===== config.mk =====
export PLATFORM = sky130hd
export DESIGN_NAME = hdmi_pixel_packer
export DESIGN_NICKNAME = d
export VERILOG_FILES = /design/src/rtl/hdmi_pixel_packer_pkg.sv /design/src/rtl/hdmi_pixel_packer_luma_threshold.sv /design/src/rtl/hdmi_pixel_packer.sv
export SDC_FILE = /design/constraint.sdc
export NUM_CORES = 1
export LEC_CHECK = 0
export BUFFER_PORTS_ARGS = -buffer_cell sky130_fd_sc_hd__buf_2
export CAP_MARGIN = 10
export CORE_MARGIN = 3
export CORE_UTILIZATION = 62
export DETAILED_ROUTE_END_ITERATION = 16
export PLACE_DENSITY = 0.82
export SYNTH_ARGS = -nofsm -noshare
export SYNTH_HDL_FRONTEND = slang
export SYNTH_SLANG_ARGS = --single-unit

===== constraint.sdc =====
create_clock -name i_clock -period 3.8 [get_ports i_clock]
set_input_delay 0.57 -clock i_clock [delete_from_list [all_inputs] [get_ports i_clock]]
set_output_delay 0.57 -clock i_clock [all_outputs]
set_load 0.02 [all_outputs]

===== src/rtl/hdmi_pixel_packer_pkg.sv =====
// Shared constants for the HDMI-to-1bpp packer.
// Covers FSM encodings, luma weights and counter sizing.
package hdmi_pixel_packer_pkg;

    localparam int WORD_WIDTH          = 32;
    localparam int DEFAULT_LINE_PIXELS = 1280;
    localparam int DEFAULT_FRAME_LINES = 1280;
    localparam int LINE_WORDS          = DEFAULT_LINE_PIXELS / WORD_WIDTH;
    localparam int LINE_CNT_W          = 11;
    localparam int BIT_CNT_W           = $clog2(WORD_WIDTH);

    localparam logic [15:0] LUMA_R = 16'd77;
    localparam logic [15:0] LUMA_G = 16'd150;
    localparam logic [15:0] LUMA_B = 16'd29;

    localparam logic [1:0] s_WAIT_FRAME = 2'd0;
    localparam logic [1:0] s_ACTIVE     = 2'd1;
    localparam logic [1:0] s_FLUSH      = 2'd2;
    localparam logic [1:0] s_FRAME_DONE = 2'd3;

    // Counters must be able to hold their terminal value, hence the +1.
    function automatic int cnt_width(input int max_value);
        return $clog2(max_value + 1);
    endfunction

endpackage


===== src/rtl/hdmi_pixel_packer_luma_threshold.sv =====
// One registered stage: RGB -> 8-bit luma, then a combinational threshold
// compare on the registered luma so the bit is ready one edge later.
module luma_threshold
    import hdmi_pixel_packer_pkg::*;
(
    input  logic        clk,
    input  logic        rst_n,
    input  logic [23:0] pixel_data,
    input  logic        pixel_valid,
    input  logic [7:0]  threshold,
    output logic        pix_bit,
    output logic        pix_valid
);

    logic [15:0] luma_sum;
    logic [7:0]  luma_d, luma_q;
    logic        valid_d, valid_q;

    // Weights sum to 256, so the 16-bit sum never overflows and >>8 fits 8 bits.
    always_comb begin
        luma_sum = LUMA_R * {8'd0, pixel_data[23:16]}
                 + LUMA_G * {8'd0, pixel_data[15:8]}
                 + LUMA_B * {8'd0, pixel_data[7:0]};
        luma_d  = luma_sum[15:8];
        valid_d = pixel_valid;
    end

    always_ff @(posedge clk or negedge rst_n) begin
        if (!rst_n) begin
            luma_q  <= 8'd0;
            valid_q <= 1'b0;
        end else begin
            luma_q  <= luma_d;
            valid_q <= valid_d;
        end
    end

    assign pix_bit   = (luma_q >= threshold);
    assign pix_valid = valid_q;

endmodule


===== src/rtl/hdmi_pixel_packer.sv =====
// Packs thresholded luma bits MSB-first into 32-bit FIFO words, always
// emitting exactly LINE_PIXELS/WORD_WIDTH word slots per accepted line.
module hdmi_pixel_packer
    import hdmi_pixel_packer_pkg::*;
#(
    parameter int LINE_PIXELS = DEFAULT_LINE_PIXELS,
    parameter int FRAME_LINES = DEFAULT_FRAME_LINES
)
(
    input  logic                  i_clock,
    input  logic                  i_nReset,
    input  logic                  i_enable,
    input  logic [23:0]           i_pixelData,
    input  logic                  i_pixelValid,
    input  logic                  i_vSync,
    input  logic [7:0]            i_threshold,
    input  logic                  i_fifoFull,
    output logic [31:0]           o_fifoData,
    output logic                  o_fifoWrite,
    output logic                  o_overflow,
    output logic [LINE_CNT_W-1:0] o_lineCount
);

    localparam int LW         = LINE_PIXELS / WORD_WIDTH;
    localparam int PIX_CNT_W  = cnt_width(LINE_PIXELS);
    localparam int WORD_CNT_W = cnt_width(LW);

    logic pix_bit, pix_valid;

    luma_threshold u_luma (
        .clk         (i_clock),
        .rst_n       (i_nReset),
        .pixel_data  (i_pixelData),
        .pixel_valid (i_pixelValid),
        .threshold   (i_threshold),
        .pix_bit     (pix_bit),
        .pix_valid   (pix_valid)
    );

    logic [1:0]            state_d, state_q;
    logic                  vsync_d, vsync_q;
    logic [31:0]           shift_d, shift_q;
    logic [BIT_CNT_W-1:0]  bit_cnt_d, bit_cnt_q;
    logic [PIX_CNT_W-1:0]  pix_cnt_d, pix_cnt_q;
    logic [WORD_CNT_W-1:0] word_cnt_d, word_cnt_q;
    logic [LINE_CNT_W-1:0] line_cnt_d, line_cnt_q;
    logic [31:0]           fifo_data_d, fifo_data_q;
    logic                  fifo_write_d, fifo_write_q;
    logic                  overflow_d, overflow_q;

    logic        vsync_rise, line_end, word_slot, line_done;
    logic [31:0] word_value;

    always_comb begin
        state_d      = state_q;
        vsync_d      = i_vSync;
        shift_d      = shift_q;
        bit_cnt_d    = bit_cnt_q;
        pix_cnt_d    = pix_cnt_q;
        word_cnt_d   = word_cnt_q;
        line_cnt_d   = line_cnt_q;
        fifo_data_d  = fifo_data_q;
        fifo_write_d = 1'b0;
        overflow_d   = overflow_q;
        word_slot    = 1'b0;
        line_done    = 1'b0;
        word_value   = 32'd0;
        vsync_rise   = i_vSync & ~vsync_q;
        // pix_valid is the registered copy of i_pixelValid and still carries the last pixel.
        line_end     = pix_valid & ~i_pixelValid;

        if (vsync_rise) begin
            state_d    = i_enable ? s_ACTIVE : s_WAIT_FRAME;
            shift_d    = 32'd0;
            bit_cnt_d  = '0;
            pix_cnt_d  = '0;
            word_cnt_d = '0;
            line_cnt_d = '0;
        end else begin
            case (state_q)
                s_ACTIVE: begin
                    if (pix_valid && pix_cnt_q < PIX_CNT_W'(LINE_PIXELS)) begin
                        shift_d   = {shift_q[30:0], pix_bit};
                        pix_cnt_d = pix_cnt_q + PIX_CNT_W'(1);
                        bit_cnt_d = bit_cnt_q + BIT_CNT_W'(1);
                        if (bit_cnt_q == BIT_CNT_W'(WORD_WIDTH - 1)) begin
                            word_slot  = 1'b1;
                            word_value = {shift_q[30:0], pix_bit};
                        end
                    end
                    if (line_end) begin
                        state_d = s_FLUSH;
                    end
                end
                s_FLUSH: begin
                    if (pix_valid) begin
                        overflow_d = 1'b1;
                    end
                    if (bit_cnt_q != '0 || word_cnt_q < WORD_CNT_W'(LW)) begin
                        word_slot  = 1'b1;
                        word_value = (bit_cnt_q != '0)
                                   ? (shift_q << (6'd32 - {1'b0, bit_cnt_q})) : 32'd0;
                        shift_d    = 32'd0;
                        bit_cnt_d  = '0;
                        line_done  = (word_cnt_q + WORD_CNT_W'(1) == WORD_CNT_W'(LW));
                    end else begin
                        line_done = 1'b1;
                    end
                end
                default: ;
            endcase
        end

        // A dropped word still consumes its slot so the line keeps its length.
        if (word_slot) begin
            word_cnt_d = word_cnt_q + WORD_CNT_W'(1);
            if (i_fifoFull) begin
                overflow_d = 1'b1;
            end else begin
                fifo_write_d = 1'b1;
                fifo_data_d  = word_value;
            end
        end

        if (line_done) begin
            pix_cnt_d  = '0;
            word_cnt_d = '0;
            line_cnt_d = line_cnt_q + LINE_CNT_W'(1);
            state_d    = (line_cnt_q + LINE_CNT_W'(1) == LINE_CNT_W'(FRAME_LINES))
                       ? s_FRAME_DONE : s_ACTIVE;
        end
    end

    always_ff @(posedge i_clock or negedge i_nReset) begin
        if (!i_nReset) begin
            state_q      <= s_WAIT_FRAME;
            vsync_q      <= 1'b0;
            shift_q      <= 32'd0;
            bit_cnt_q    <= '0;
            pix_cnt_q    <= '0;
            word_cnt_q   <= '0;
            line_cnt_q   <= '0;
            fifo_data_q  <= 32'd0;
            fifo_write_q <= 1'b0;
            overflow_q   <= 1'b0;
        end else begin
            state_q      <= state_d;
            vsync_q      <= vsync_d;
            shift_q      <= shift_d;
            bit_cnt_q    <= bit_cnt_d;
            pix_cnt_q    <= pix_cnt_d;
            word_cnt_q   <= word_cnt_d;
            line_cnt_q   <= line_cnt_d;
            fifo_data_q  <= fifo_data_d;
            fifo_write_q <= fifo_write_d;
            overflow_q   <= overflow_d;
        end
    end

    assign o_fifoData  = fifo_data_q;
    assign o_fifoWrite = fifo_write_q;
    assign o_overflow  = overflow_q;
    assign o_lineCount = line_cnt_q;

endmodule


Word level (Yosys, flattened, before mapping):

Cells that the tools add are included.
Widths: inputs -> output; s select.

* logic and storage cells: 95
* input port bits: 38
* register bits after elaboration: 111
* output and inout port bits: 45

* reductions and logical operators: 13
* multiplexer cells: 44
* equality and inequality tests: 7
* add/sub/neg operators: 7
* shift-type cells: 1
* $mul: 3
* magnitude comparators: 3
* bitwise gates (word level): 5

Operator list (count)
* $mux 32: 8
* $pmux 32 s2: 2
* $mux 11: 6
* $shl 32x6->32: 1
* $mul 7x8->15 const A: 2
* $add 11x1->11 const B: 2
* $mux 6: 3
* $add 15x16->16: 1
* $add 16x13->16: 1
* $mux 1: 15
* $mux 5: 3
* $reduce_bool 3->1: 5
* $mul 5x8->13 const A: 1
* $eq 11x11->1 const B: 1
* $lt 11x11->1 const B: 1
* $mux 2: 5
* $pmux 5 s2: 1
* $ge 8x8->1: 1
* $add 6x1->6 const B: 1
* $eq 6x6->1 const B: 1
* $lt 6x6->1 const B: 1
* $ne 3x3->1 const B: 2
* $reduce_and 2->1: 3
* $sub 6x5->6 const A: 1
* other kinds (12): 15

Depth between registers and ports, before layout:

* word-level depth: 7
* depth in mapped cells: 25
* gate-level depth less buffers: 25

Cells and area by module:

A second synthesis with hierarchy kept.

* cells, all modules: 980
* area, all modules: 9699.3 um2

By module, submodules not included
* hdmi_pixel_packer: cells each 622, area an instance 6213.5 um2, times used 1, sequential area each 2552.4 um2
* luma_threshold: cells each 358, area an instance 3485.8 um2, times used 1, sequential area each 225.2 um2

Least setup slack after synthesis:

OpenSTA, ideal clock, no wires.

* path type: input to register
* start point: in i_pixelData[12]
* end point: reg u_luma.luma_q[7]
* stages: 21
* buffers on the path: 0
* data required time: 3675 ps
* setup slack: -2441 ps
* data arrival time: 6116 ps
* library setup time: 125 ps
* path through: ha_1 > ha_1 > inv_1 > fa_1 > fa_1 > inv_1 > ha_1 > xnor2_1 > fa_1 > fa_1 > inv_1 > fa_1 > inv_1 > fa_1 > ha_1 > and4_1 > o21a_1 > o32ai_1 > o31ai_1 > xnor2_1 > xnor2_1

* longest elaborated chain between the ends: 3

Ends and longest elaborated chain
* from (decl): line hdmi_pixel_packer.sv:13 `input logic [23:0] i_pixelData,`
* $mul 7x8->15: line hdmi_pixel_packer_luma_threshold.sv:22 `+ LUMA_G * {8'd0, pixel_data[15:8]}`
* $add 15x16->16: line hdmi_pixel_packer_luma_threshold.sv:22
* $add 16x13->16: line hdmi_pixel_packer_luma_threshold.sv:23 `+ LUMA_B * {8'd0, pixel_data[7:0]};`
* named net u_luma.luma_sum[15]: line hdmi_pixel_packer_luma_threshold.sv:15 `logic [15:0] luma_sum;`
* to (signal assigned): line hdmi_pixel_packer_luma_threshold.sv:33 `luma_q <= luma_d;`
* to (decl): line hdmi_pixel_packer_luma_threshold.sv:16 `logic [7:0] luma_d, luma_q;`

The timed path passes the listed nets, and every way through them passes these cells.
A chain may end at the register's enable or synchronous reset.

Final worst setup path:

Ends and elaborated chain as after synthesis.

==> metrics.csv <==
stage,metric,value,unit
status,status,finished with violations,
status,violations,setup timing,
timing,maxSlewHeadroom,0.322,
synthesis,syn_nets,1158,
setup_path,path_max_fanout,4,
setup_path,reg2regPathDepth,9,
cells_and_area,fin_util,0.756,
timing,fin_hold_ws,0.178,ns
cts,clock_sink_count,111,
timing,finalHoldViolations,0,
cts,numCtsBuffers,9,
cts,clk_pin_slew,0.07,ns
cells_and_area,area_delta_synth_final,17.5,%
cells_and_area,antenna_cells,0,
synthesis,synth_area_leaders,"dfrtp_1 29%, ha_1 13%, fa_1 12%",
synthesis,ys_seq_area_frac,0.293,
cts,ctsHoldBuffers,0,
place,port_buffers,82,
place,gp_congestion,0.952,
global_route,first_global_vias,7847,
timing,rsz0062_at_grt,true,
synthesis,synth_edf_count,0,
floorplanning,fp.coreArea,14800,sq um
route,drt_wl_total,23000,um
synthesis,post-synth-top-area-cell,dfrtp_1,
synthesis,synth_warnings,0,
timing,worst_pin_slew,1.02,ns
synthesis,ys.flop_type,dfrtp_1,
cts,clock_latency,0.35,ns
flow_run,maxCapViolCount,0,
cts,h-tree-depth,3,
cts,cts_tree,yes,
setup_path,end_kind,flop,
synthesis,syn_area_per_cell,9.85,sq um
timing,final.min_clock_period,5.82,ns
timing,finClkSkew,0.00849,ns
place,place_inst,1256,
global_route,antenna_found_initial,0,
synthesis,synth_top_area_frac,0.293,
synthesis,ys_ff_latch,111,
route,via_per_inst,6.01,
global_route,grt_overflow,0,
synthesis,synth_area,9500,sq um
power_and_ir_drop,p_total,9.41,mW
floorplanning,core.rowCount,44,
global_route,grt_pass1_wl,37700,um
synthesis,synthCells,964,
setup_path,startpoint,i_pixelData[12],
cells_and_area,finalInstanceArea,11200,sq um
route,drtPass1Iterations,6,
floorplanning,io_pins,83,
setup_path,rr_startpoint,bit_cnt_q[1],
cts,clk_path_buf_depth,2,
cts,cts_root_buffer,clkbuf_16,
floorplanning,dieHeight,130,um
synthesis,synth.cells.most_frequent,"111 x dfrtp_1, 110 x inv_1, 101 x ha_1, 86 x nor2_1, 79 x nand2_1",
setup_path,cp.arrival,6.10,ns
timing,setup_violations,8,
place,placed_area,10600,sq um
global_route,gr-usage-all-layers,0.278,
floorplanning,initial_core_util,0.644,
timing,worst_slack,-2.02,ns
power_and_ir_drop,ir_worst_vdd,1.02,mV
timing,slew_violations,0,
synthesis,ys_types,63,
floorplanning,dieArea,16800,sq um
setup_path,required,4.08,ns
route,drc,0,
route,ant_nets,0,
cells_and_area,layout-drive-gt1-share,0.238,
timing,period_share,1.53,
place,dp_slack,-2.39,ns
global_route,grt_start_max_net_pins,48,
cells_and_area,fillers,1017,
place,hpwl,16900,um
floorplanning,die_w,130,um
route,wl_per_cell,17.9,um
synthesis,synth_most_common_cell,dfrtp_1,
setup_path,cp-start-kind,primary input,
route,num_vias,7691,
cells_and_area,final_cells,1279,
power_and_ir_drop,powerDensity,844,nW/um^2
timing,max_freq,0.172,GHz
power_and_ir_drop,p_leak,5.45,nW
cells_and_area,layout.nets,1284,
setup_path,critPathKind,in -> reg,
timing,setup_tns,-14.67,ns
hold_path,hold_class,in -> async,
synthesis,async_flop_share,1.00,
route,drt_iter0_markers,706,
## where the power goes
part	switching, mW	internal [mW]	leakage (nW)	total (mW)
sequential	0.0806	1.40	1.49	1.48
clock	0.413	0.465	0.127	0.878
combinational	3.35	3.70	3.83	7.06
## path summary, 6_finish.rpt
check / end / slack, ns
min in group i_clock: vsync_q / 0.33
hold reg to reg: o_fifoData[16] / 0.47
setup reg to reg: o_fifoData[31] / 0.72
max in group asynchronous: o_fifoData[5] / 2.78
hold / removal: o_lineCount[10] / 0.18
setup / recovery: u_luma.luma_q[7] / -2.02
## worst max-delay path: stages
cell and delay [ns]:
buf_8 0.11, ha_4 0.23, ha_4 0.25, inv_2 0.03, fa_1 0.45, fa_1 0.53, inv_2 0.05, ha_4 0.29
xnor2_2 0.12, fa_1 0.44, fa_1 0.52, inv_2 0.04, fa_1 0.51, inv_2 0.04, fa_1 0.53, ha_4 0.21
a21oi_1 0.23, nor2b_1 0.15, o32ai_4 0.33, o31ai_2 0.11, xnor2_1 0.21, xnor2_1 0.14
## placed cells by master (no fill, tap or decap), types with 9 or more instances in the layout
cell         n
buf_4       76
ha_4        15
xnor2_1     21
and3_1       9
a21oi_1     32
fa_1        53
a22o_1      35
ha_1        84
buf_2       78
mux4_2      22
mux2i_1     30
xor2_1      22
o21ai_0     33
dfrtp_1    110
clkbuf_16    9
nand3_1     12
inv_1      102
nand2_1     77
a221oi_1    16
nor2_1      84
nor3_1      10
nor2b_1     11
## per-layer routing
metal / wire length, um / up-vias / GRT usage
met2: 11800 / 289 / 0.495
met5: 0 / - / 0
met1: 9090 / 3721 / 0.356
met4: 901 / 0 / 0.0978
met3: 1120 / 80 / 0.0287
li1: - / 3601 / -
## cell type report
class,count,area (sq um),share of cell area
clock buffers,14,254,0.0228
clock inverters,2,16.3,0.00146
inverters,110,413,0.0370
multi-input cells,698,6430,0.577
flip-flops and latches,111,2780,0.249
well taps,184,230,0.0206
repair buffers,160,1030,0.0925
## logic make-up after synthesis
family | count (synthesis) | share of synthesized area
and+or+nand+nor | 244 | 0.118
muxes | 57 | 0.0897
AOI/OAI and AO/OA | 193 | 0.140
adders and majority gates | 156 | 0.249
xor gates and xnor gates | 48 | 0.0443
DFF | 111 | 0.293
buffers and inverters | 155 | 0.0673
## sequential cells by signal, indices dropped and copies added, names as in the netlist
name,cells
o_fifoData,32
shift_q,32
o_lineCount,11
pix_cnt_q,11
u_luma.luma_q,8
word_cnt_q,6
bit_cnt_q,5
state_q,2
o_fifoWrite,1
o_overflow,1
u_luma.pix_valid,1
vsync_q,1
## timing repair
item | CTS | global route
pin swaps | 25 | 21
setup endpoints to repair | 8 | 8
buffers inserted | 3 | 4
gates resized for setup | 21 | 23
No activity file was read; power rests on OpenSTA's default activity.
